===== src/rtl/uart_pkg.sv =====
// Shared UART definitions: receiver state encoding and bit-timing helpers.
// The transmitter uses clks_per_bit() so both sides agree on the bit period.
package uart_pkg;

  typedef enum logic [1:0] {
    StIdle,
    StStart,
    StData,
    StStop
  } uart_state_e;

  // Clocks per serial bit (T), integer division.
  function automatic int unsigned clks_per_bit(input int unsigned freq,
                                               input int unsigned baud);
    return freq / baud;
  endfunction

  // Half a bit period (H), truncated; used to find the middle of the start bit.
  function automatic int unsigned half_bit(input int unsigned freq,
                                           input int unsigned baud);
    return clks_per_bit(freq, baud) / 2;
  endfunction

endpackage


===== src/rtl/sync_2ff.sv =====
// Two-flop synchronizer for a single asynchronous bit.
module sync_2ff #(
  parameter logic RESET_VAL = 1'b1
) (
  input  logic clk,
  input  logic rst,
  input  logic d,
  output logic q
);

  logic meta;

  // Two back-to-back flops; both come out of reset at RESET_VAL.
  always_ff @(posedge clk or posedge rst) begin
    if (rst) begin
      meta <= RESET_VAL;
      q    <= RESET_VAL;
    end else begin
      meta <= d;
      q    <= meta;
    end
  end

endmodule


===== src/rtl/uart_rx.sv =====
// 8N1 UART receiver. Detects the start edge, confirms it mid-bit, then samples
// each data bit and the stop bit one full bit period apart.
module uart_rx
  import uart_pkg::*;
#(
  parameter int unsigned BAUDRATE = 115200,
  parameter int unsigned FREQ     = 50_000_000
) (
  input  logic       clk,
  input  logic       rst,
  input  logic       rx,
  output logic [7:0] rdata,
  output logic       rvalid,
  output logic       frame_err,
  output logic       busy
);

  localparam int unsigned T  = clks_per_bit(FREQ, BAUDRATE);
  localparam int unsigned H  = half_bit(FREQ, BAUDRATE);
  localparam int unsigned CW = (T > 1) ? $clog2(T) : 1;
  localparam logic [CW-1:0] TLast = CW'(T - 1);
  localparam logic [CW-1:0] HLast = CW'(H - 1);

  uart_state_e   state_q, state_d;
  logic [CW-1:0] cnt_clk_q, cnt_clk_d;
  logic [2:0]    cnt_bit_q, cnt_bit_d;
  logic [7:0]    shreg_q, shreg_d;
  logic [7:0]    rdata_q, rdata_d;
  logic          rvalid_q, rvalid_d;
  logic          frame_err_q, frame_err_d;
  logic          rx_s, rx_d, fall;

  sync_2ff #(
    .RESET_VAL(1'b1)
  ) u_sync (
    .clk(clk),
    .rst(rst),
    .d  (rx),
    .q  (rx_s)
  );

  // Delay flop for edge detection on the synchronized line.
  always_ff @(posedge clk or posedge rst) begin
    if (rst) rx_d <= 1'b1;
    else     rx_d <= rx_s;
  end

  assign fall = rx_d & ~rx_s;

  // Next-state, counters, shift register and output pulses.
  always_comb begin
    state_d     = state_q;
    cnt_clk_d   = cnt_clk_q;
    cnt_bit_d   = cnt_bit_q;
    shreg_d     = shreg_q;
    rdata_d     = rdata_q;
    rvalid_d    = 1'b0;
    frame_err_d = 1'b0;
    unique case (state_q)
      StIdle: begin
        if (fall) begin
          state_d   = StStart;
          cnt_clk_d = '0;
        end
      end
      StStart: begin
        if (cnt_clk_q == HLast) begin
          cnt_clk_d = '0;
          cnt_bit_d = '0;
          // Line back high at mid start bit: treat as a glitch.
          state_d   = rx_s ? StIdle : StData;
        end else begin
          cnt_clk_d = cnt_clk_q + 1'b1;
        end
      end
      StData: begin
        if (cnt_clk_q == TLast) begin
          cnt_clk_d          = '0;
          shreg_d[cnt_bit_q] = rx_s;
          if (cnt_bit_q == 3'd7) begin
            state_d   = StStop;
            cnt_bit_d = '0;
          end else begin
            cnt_bit_d = cnt_bit_q + 3'd1;
          end
        end else begin
          cnt_clk_d = cnt_clk_q + 1'b1;
        end
      end
      StStop: begin
        if (cnt_clk_q == TLast) begin
          cnt_clk_d = '0;
          if (rx_s) begin
            rdata_d  = shreg_q;
            rvalid_d = 1'b1;
          end else begin
            frame_err_d = 1'b1;
          end
          // An edge arriving right as the frame closes starts the next frame.
          state_d = fall ? StStart : StIdle;
        end else begin
          cnt_clk_d = cnt_clk_q + 1'b1;
        end
      end
      default: state_d = StIdle;
    endcase
  end

  // State and datapath registers.
  always_ff @(posedge clk or posedge rst) begin
    if (rst) begin
      state_q     <= StIdle;
      cnt_clk_q   <= '0;
      cnt_bit_q   <= '0;
      shreg_q     <= '0;
      rdata_q     <= 8'h00;
      rvalid_q    <= 1'b0;
      frame_err_q <= 1'b0;
    end else begin
      state_q     <= state_d;
      cnt_clk_q   <= cnt_clk_d;
      cnt_bit_q   <= cnt_bit_d;
      shreg_q     <= shreg_d;
      rdata_q     <= rdata_d;
      rvalid_q    <= rvalid_d;
      frame_err_q <= frame_err_d;
    end
  end

  assign rdata     = rdata_q;
  assign rvalid    = rvalid_q;
  assign frame_err = frame_err_q;
  assign busy      = (state_q != StIdle);

endmodule


===== config.mk =====
export PLATFORM = sky130hd
export DESIGN_NAME = uart_rx
export DESIGN_NICKNAME = d
export VERILOG_FILES = /design/src/rtl/uart_pkg.sv /design/src/rtl/sync_2ff.sv /design/src/rtl/uart_rx.sv
export SDC_FILE = /design/constraint.sdc
export NUM_CORES = 1
export LEC_CHECK = 0
export ABC_AREA = 1
export ABC_CLOCK_PERIOD_IN_PS = 1650
export BUFFER_PORTS_ARGS = -buffer_cell sky130_fd_sc_hd__buf_2
export CAP_MARGIN = 15
export CORE_MARGIN = 10
export CORE_UTILIZATION = 58
export CTS_CLUSTER_SIZE = 24
export DETAILED_ROUTE_END_ITERATION = 12
export PLACE_DENSITY = 0.87
export SYNTH_ARGS = -nofsm -noshare
export SYNTH_HDL_FRONTEND = slang
export SYNTH_HIERARCHICAL = 1
export SYNTH_SLANG_ARGS = --single-unit

===== constraint.sdc =====
create_clock -name clk -period 1.65 [get_ports clk]
set_input_delay 0.0825 -clock clk [delete_from_list [all_inputs] [get_ports clk]]
set_output_delay 0.0825 -clock clk [all_outputs]
set_load 0.05 [all_outputs]

==> metrics.txt, run 1 <==
status=complete, no violations; Data required, critical path=1850 ps; critical path type=flop to flop; initial core utilization=0.614; Fin Clk Skew=11.2 ps; fillers=219; number of placed instances, taps included=248; Most Crowded Layer GR=met2; clk slew on worst S/H paths=100 ps; Fmax achieved=0.649 GHz; buffer cell driving the clock tree root=sky130_fd_sc_hd__clkbuf_4; accumulated negative setup slack=0 ps; Synth top area share=0.465; placeable core region=2810 µm²; peak supply drop=0.678 mV; H-tree levels=2; DR DRC count=0; drt via density=5.39; EDFF count, synth=0; top cells by area in the synthesized netlist=sky130_fd_sc_hd__dfrtp_1 (46%), sky130_fd_sc_hd__nand2_1 (14%), sky130_fd_sc_hd__nand3_1 (5.2%); post-layout min period=1540 ps; maximum number of pins on one net before global-route repair=22; sequential share of the synthesized area=0.511; final max-slew violation count=0; global routing met3 resource utilization=0.0452; async set-or-reset flop fraction in the synthesized netlist=1.00; commonest cells in the netlist=sky130_fd_sc_hd__nand2_1 (63), sky130_fd_sc_hd__dfrtp_1 (32), sky130_fd_sc_hd__inv_1 (18), sky130_fd_sc_hd__nand3_1 (18), sky130_fd_sc_hd__nor2_1 (9); maximum root-to-sink buffer count=2; number of failing setup endpoints in the final timing report=0; clock latency on the worst-skew pair=330 ps; met2 layer usage reported by global route=0.193; Tightest Pin Transition=547 ps; Startpoint Class=flop; Sequential Power Share=0.477; die outline height=74.5 µm; classification of the worst-slack hold path=input pin to async pin; number of buffers added on ports=13; most common cell in the netlist=sky130_fd_sc_hd__nand2_1; number of failing hold endpoints at the final stage=0; number of diodes added for antenna fixing=0; number of max-cap violations=0; maximum fanout along the worst path=9; overall die area=5550 µm²; proportion of layout cells with a drive suffix above 1=0.219; CP Capture Type=flop; wire length of the first global-routing pass=5640 µm; sw frac=0.393; Die X=74.5 µm; Netlist Area Pre-Place=1720 µm²; number of CTS-inserted buffers=5; average size of a mapped cell=8.61 µm²; Setup WS post-layout=109 ps; global routing usage on met1=0.167; GRT Residual Overflow=0; average wire length per cell after detail routing=12.8 µm; power density cells=1090 nW/µm²; library cell with the largest summed area after synthesis=sky130_fd_sc_hd__dfrtp_1; number of distinct library cells after synthesis=27; leakage power total=1.04 nW; post-detailed-placement half-perimeter wirelength=2510 µm; number of sinks driven by the clock tree=35; Max transition margin=0.635; most common flop cell mapped by yosys=sky130_fd_sc_hd__dfrtp_1; Row Count=19; internal power consumption=0.00130 W; total of warnings raised by yosys=6; count of pins on the block boundary=14; nets in the synthesized netlist=208; clock tree from TritonCTS=done; vias after detailed routing=1395; number of nets with antenna violations after detailed routing=0; antenna violations before repair=0; arrival time at the worst endpoint=1740 ps; via count of the first global-routing pass=1256; share of the clock period used by the worst path=0.934; RSZ-0062 raised after global routing=no; iteration-0 DRC count of the detailed router=112; detailed-router iteration count before antenna repair=4; Clock power frac=0.202; total wirelength of the detailed-routed design=3320 µm; proportion of power drawn by combinational gates=0.321; Layout Cells excl Fill=259; gp weighted congestion=0.793; overall global routing resource usage=0.131; Area growth, synth to finish=14.2%; nets@finish=235; net load switching power=0.000845 W; register bit total from synthesis=35; DP Worst Slack=92.4 ps; number of instances in the synthesized netlist=200
-- flip-flops by register name (all words and copies together) (netlist names), 3 cells and up, named ones only --
name / cells
cnt_bit_q: 3
cnt_clk_q: 9
shreg_q: 8
rdata: 8
-- cell families after synthesis --
| group | share of synthesized area |
|---|---|
| XOR/XNOR | 0.0153 |
| AO/OA/AOI/OAI | 0.0697 |
| adder cells (fa/ha/maj) | 0.0363 |
| buffers and inverters | 0.0588 |
| AND/OR/NAND/NOR | 0.309 |
| flip-flops | 0.511 |
-- stage by stage --
step / instance area, µm² / hold slack [ps] / utilization / power, W
after floorplan: 1720 / -6.00 / - / 0.00157
after global placement: 1870 / 112 / 0.665 / 0.00170
after detailed placement: 1870 / 117 / 0.665 / 0.00172
after CTS: 1940 / 295 / 0.691 / 0.00216
after global routing: 1970 / 301 / 0.701 / 0.00230
final: 1970 / 303 / 0.701 / 0.00215
-- per-layer routing --
metal / vias up / routed length [µm] / part of all wire
li1: 696 / - / -
met1: 653 / 1510 / 0.45
met2: 38 / 1500 / 0.45
met3: 8 / 251 / 0.076
met4: 0 / 53 / 0.016
met5: - / 0 / 0
-- worst max-delay path, stage by stage (launching register included) --
cell                      delay (ps)
sky130_fd_sc_hd__dfrtp_1         410
sky130_fd_sc_hd__inv_1           110
sky130_fd_sc_hd__ha_1            140
sky130_fd_sc_hd__nand2_1          60
sky130_fd_sc_hd__nor2_2          150
sky130_fd_sc_hd__nand2_4         120
sky130_fd_sc_hd__nand2_2         110
sky130_fd_sc_hd__nand2_4         100
sky130_fd_sc_hd__nand3_1         100
sky130_fd_sc_hd__o21ai_0         110
-- worst paths after layout --
path                                endpoint  depth (start not counted)    startpoint  slack, ps
worst min register to register      u_sync/q                          0   u_sync/meta        370
worst max register to register  cnt_clk_q[1]                          9  cnt_clk_q[1]        110
min in group clk                    u_sync/q                          0   u_sync/meta        370
worst min-delay path                u_sync/q                          3           rst        300
max in group asynchronous          frame_err                          4           rst        820
worst max-delay path            cnt_clk_q[1]                          9  cnt_clk_q[1]        110
-- cell usage in the layout, fill, tap and decap left out, types with 2 or more instances in the layout --
master | Yosys | layout
sky130_fd_sc_hd__buf_4 | 0 | 4
sky130_fd_sc_hd__xor2_1 | 2 | 2
sky130_fd_sc_hd__inv_1 | 18 | 18
sky130_fd_sc_hd__nand2_2 | 4 | 4
sky130_fd_sc_hd__o21ai_0 | 8 | 8
sky130_fd_sc_hd__nand3_1 | 18 | 17
sky130_fd_sc_hd__clkbuf_4 | 0 | 5
sky130_fd_sc_hd__nand4_1 | 4 | 4
sky130_fd_sc_hd__dlygate4sd3_1 | 0 | 2
sky130_fd_sc_hd__nor3_1 | 2 | 2
sky130_fd_sc_hd__o21ai_1 | 8 | 8
sky130_fd_sc_hd__dfrtp_1 | 32 | 32
sky130_fd_sc_hd__nand2_1 | 63 | 63
sky130_fd_sc_hd__ha_1 | 5 | 5
sky130_fd_sc_hd__nor2_1 | 9 | 9
sky130_fd_sc_hd__inv_2 | 6 | 5
sky130_fd_sc_hd__o22ai_1 | 2 | 2
sky130_fd_sc_hd__nand2_4 | 2 | 2
sky130_fd_sc_hd__nor2_2 | 4 | 4
sky130_fd_sc_hd__buf_12 | 0 | 2
sky130_fd_sc_hd__dfstp_2 | 3 | 3
sky130_fd_sc_hd__buf_2 | 0 | 13
-- area by class of cell --
| class | count | area, µm² | area share |
|---|---|---|---|
| sequential | 35 | 880 | 0.447 |
| multi-input combinational | 140 | 747 | 0.380 |
| timing repair buffer | 21 | 155 | 0.0789 |
| inverter | 24 | 92.6 | 0.0471 |
| clock buffer | 6 | 41.3 | 0.0210 |
| tap | 31 | 38.8 | 0.0197 |
| clock inverter | 2 | 12.5 | 0.00636 |
-- repair_timing --
action,CTS,global route
hold buffers,2,0
endpoints found under the hold margin,14,0
endpoints found under the setup margin,0,4
resized for setup,0,2
buffers inserted,0,1
-- power groups by stage --
stage | Combinational (W) | Clock, W | Sequential, W
floorplan | 0.000568 | 0 | 0.00101
global route | 0.000780 | 0.000484 | 0.00103
CTS | 0.000692 | 0.000442 | 0.00103
detailed placement | 0.000682 | 0 | 0.00104
global placement | 0.000663 | 0 | 0.00104
finish | 0.000690 | 0.000433 | 0.00103
Power figures use the tool's default switching activity.
==> inputs of run 2 (changes only) <==
ABC_AREA = not set   (was 1)
MAX_ROUTING_LAYER = met4   (was not set)
==> metrics.txt, run 2 <==
post-layout min period=1810 ps; GRT Residual Overflow=0; register bit total from synthesis=35; global routing met3 resource utilization=0.0439; die outline height=74.6 µm; Netlist Area Pre-Place=1730 µm²; count of pins on the block boundary=14; Row Count=19; proportion of power drawn by combinational gates=0.367; library cell with the largest summed area after synthesis=sky130_fd_sc_hd__dfrtp_1; iteration-0 DRC count of the detailed router=196; Post-DP Area=1980 µm²; number of buffers added on ports=13; final max-slew violation count=0; number of max-cap violations=0; Sequential Power Share=0.375; leakage power total=1.15 nW; detailed-router iteration count before antenna repair=4; gp weighted congestion=0.898; commonest cells in the netlist=sky130_fd_sc_hd__dfrtp_1 (32), sky130_fd_sc_hd__nand2_1 (24), sky130_fd_sc_hd__mux2_2 (10), sky130_fd_sc_hd__inv_1 (9); average wire length per cell after detail routing=21.9 µm; total power of the final layout=0.00264 W; clock latency on the worst-skew pair=370 ps; initial core utilization=0.616; violations in the final reports=setup timing; placeable core region=2810 µm²; overall die area=5560 µm²; global routing usage on met1=0.203; drt via density=6.27; net load switching power=0.000949 W; antenna violations before repair=0; most common flop cell mapped by yosys=sky130_fd_sc_hd__dfrtp_1; maximum fanout along the worst path=4; buffer cell driving the clock tree root=sky130_fd_sc_hd__clkbuf_4; proportion of layout cells with a drive suffix above 1=0.480; Data required, critical path=1910 ps; post-layout instance area=2310 µm²; RSZ-0062 raised after global routing=yes; share of the clock period used by the worst path=1.10; post-detailed-placement half-perimeter wirelength=2750 µm; number of sinks driven by the clock tree=35; number of failing hold endpoints at the final stage=0; Area growth, synth to finish=34.1%; classification of the worst-slack hold path=input pin to async pin; most frequent cells in the layout=sky130_fd_sc_hd__dfrtp_1 (31), sky130_fd_sc_hd__nand2_1 (23), sky130_fd_sc_hd__buf_4 (20); average size of a mapped cell=11.1 µm²; Layout Cells excl Fill=233; Most Crowded Layer GR=met2; nets@finish=209; total wirelength of the detailed-routed design=5110 µm; number of diodes added for antenna fixing=0; sw frac=0.360; vias after detailed routing=1462; Max transition margin=0.734; logic depth of the worst register-to-register path=7; Setup WS post-layout=-163 ps; top cells by area in the synthesized netlist=sky130_fd_sc_hd__dfrtp_1 (46%), sky130_fd_sc_hd__mux2_4 (7.0%), sky130_fd_sc_hd__mux2_2 (6.5%); Synth top area share=0.464; Clock power frac=0.258; total of warnings raised by yosys=6; register-to-register setup slack=-160 ps; maximum number of pins on one net before global-route repair=34; async set-or-reset flop fraction in the synthesized netlist=1.00; H-tree levels=2; met2 layer usage reported by global route=0.273; internal power consumption=0.00169 W; power density cells=1140 nW/µm²; Die X=74.6 µm; Fmax achieved=0.552 GHz; clock tree from TritonCTS=done; overall global routing resource usage=0.182; number of CTS-inserted buffers=5; clk slew on worst S/H paths=120 ps; Startpoint Class=flop; accumulated negative setup slack=-2040 ps; most common cell in the netlist=sky130_fd_sc_hd__dfrtp_1; number of failing setup endpoints in the final timing report=22; critical path type=flop to flop; wire length of the first global-routing pass=7300 µm; maximum root-to-sink buffer count=2; via count of the first global-routing pass=1487; arrival time at the worst endpoint=2070 ps; Util after Layout=0.825; number of instances in the synthesized netlist=155; EDFF count, synth=0; number of placed instances, taps included=217; number of distinct library cells after synthesis=35; nets in the synthesized netlist=163; DR DRC count=0; CP Capture Type=flop; largest reg by FF count=cnt_clk_q; Fin Clk Skew=21.9 ps; status=finished, violations left; peak supply drop=1.10 mV; sequential share of the synthesized area=0.509; number of nets with antenna violations after detailed routing=0; flip-flop count of the largest register after layout=9; Tightest Pin Transition=399 ps; most common cell after layout, fill and taps aside=sky130_fd_sc_hd__dfrtp_1
run 2: cell count changes after synthesis, moves of 5 or more:
cell / before / now
sky130_fd_sc_hd__mux2_4: 0 / 8
sky130_fd_sc_hd__o21ai_1: 8 / 0
sky130_fd_sc_hd__o21ai_0: 8 / 2
sky130_fd_sc_hd__inv_2: 6 / 0
sky130_fd_sc_hd__inv_1: 18 / 9
sky130_fd_sc_hd__nand3_1: 18 / 6
sky130_fd_sc_hd__nand2_1: 63 / 24
sky130_fd_sc_hd__o22ai_1: 2 / 8
sky130_fd_sc_hd__nor3_1: 2 / 7
sky130_fd_sc_hd__mux2_2: 0 / 10
run 2: what timing repair did:
item	CTS	global route
pin swaps	2	9
endpoints found under the hold margin	36	0
gates resized for setup	12	32
buffers inserted	1	4
setup endpoints to repair	23	25
cloned	1	0
hold buffers	2	0
run 2: logic make-up (layout without fill, tap and decap cells):
logic type / Yosys count / after routing / synth area share
adders and majority gates: 5 / 5 / 0.0362
AOI/OAI and AO/OA: 19 / 19 / 0.0790
buffers and inverters: 12 / 58 / 0.0304
and+or+nand+nor: 64 / 65 / 0.199
muxes: 20 / 20 / 0.146
DFF: 35 / 35 / 0.509
run 2: cell type report:
cell class | instances | area (µm²)
clock inverters | 2 | 35.0
fillers | 134 | 490
well taps | 31 | 38.8
flip-flops and latches | 35 | 881
multi-input cells | 109 | 963
inverters | 9 | 33.8
clock buffers | 6 | 51.3
repair buffers | 41 | 312
run 2: worst max-delay path: stages (launching register included):
cell	delay (ps)
sky130_fd_sc_hd__dfrtp_1	400
sky130_fd_sc_hd__inv_2	100
sky130_fd_sc_hd__ha_4	140
sky130_fd_sc_hd__and4bb_4	290
sky130_fd_sc_hd__nand4_1	130
sky130_fd_sc_hd__buf_6	170
sky130_fd_sc_hd__nor3_2	120
sky130_fd_sc_hd__mux2_2	360
run 2: power by group through the flow:
stage	clock, W	sequential [W]	combinational (W)
detailed placement	0	0.000979	0.000684
global route	0.000718	0.000992	0.00103
global placement	0	0.000976	0.000657
CTS	0.000660	0.000966	0.000745
finish	0.000682	0.000988	0.000968
floorplan	0	0.00101	0.000357
run 2: through the flow:
stage          hold slack, ps  setup slack [ps]
2_1_floorplan           -6.00             -78.1
5_1_grt                   306              -232
6_report                  293              -163
4_1_cts                   278              -122
3_3_place_gp              110              -147
3_5_place_dp              115              -247
run 2: path summary, 6_finish.rpt:
kind                                   start          end
min in group clk                          rx  u_sync/meta
worst min register to register   u_sync/meta     u_sync/q
worst max register to register  cnt_clk_q[1]   shreg_q[3]
worst min-delay path                     rst     u_sync/q
worst max-delay path            cnt_clk_q[1]   shreg_q[3]
max in group asynchronous                rst         rx_d
run 2: per-layer routing:
layer	routed length (µm)	up-vias
met2	2580	76
met1	2050	731
li1	-	644
met5	0	-
met4	75	0
met3	407	11
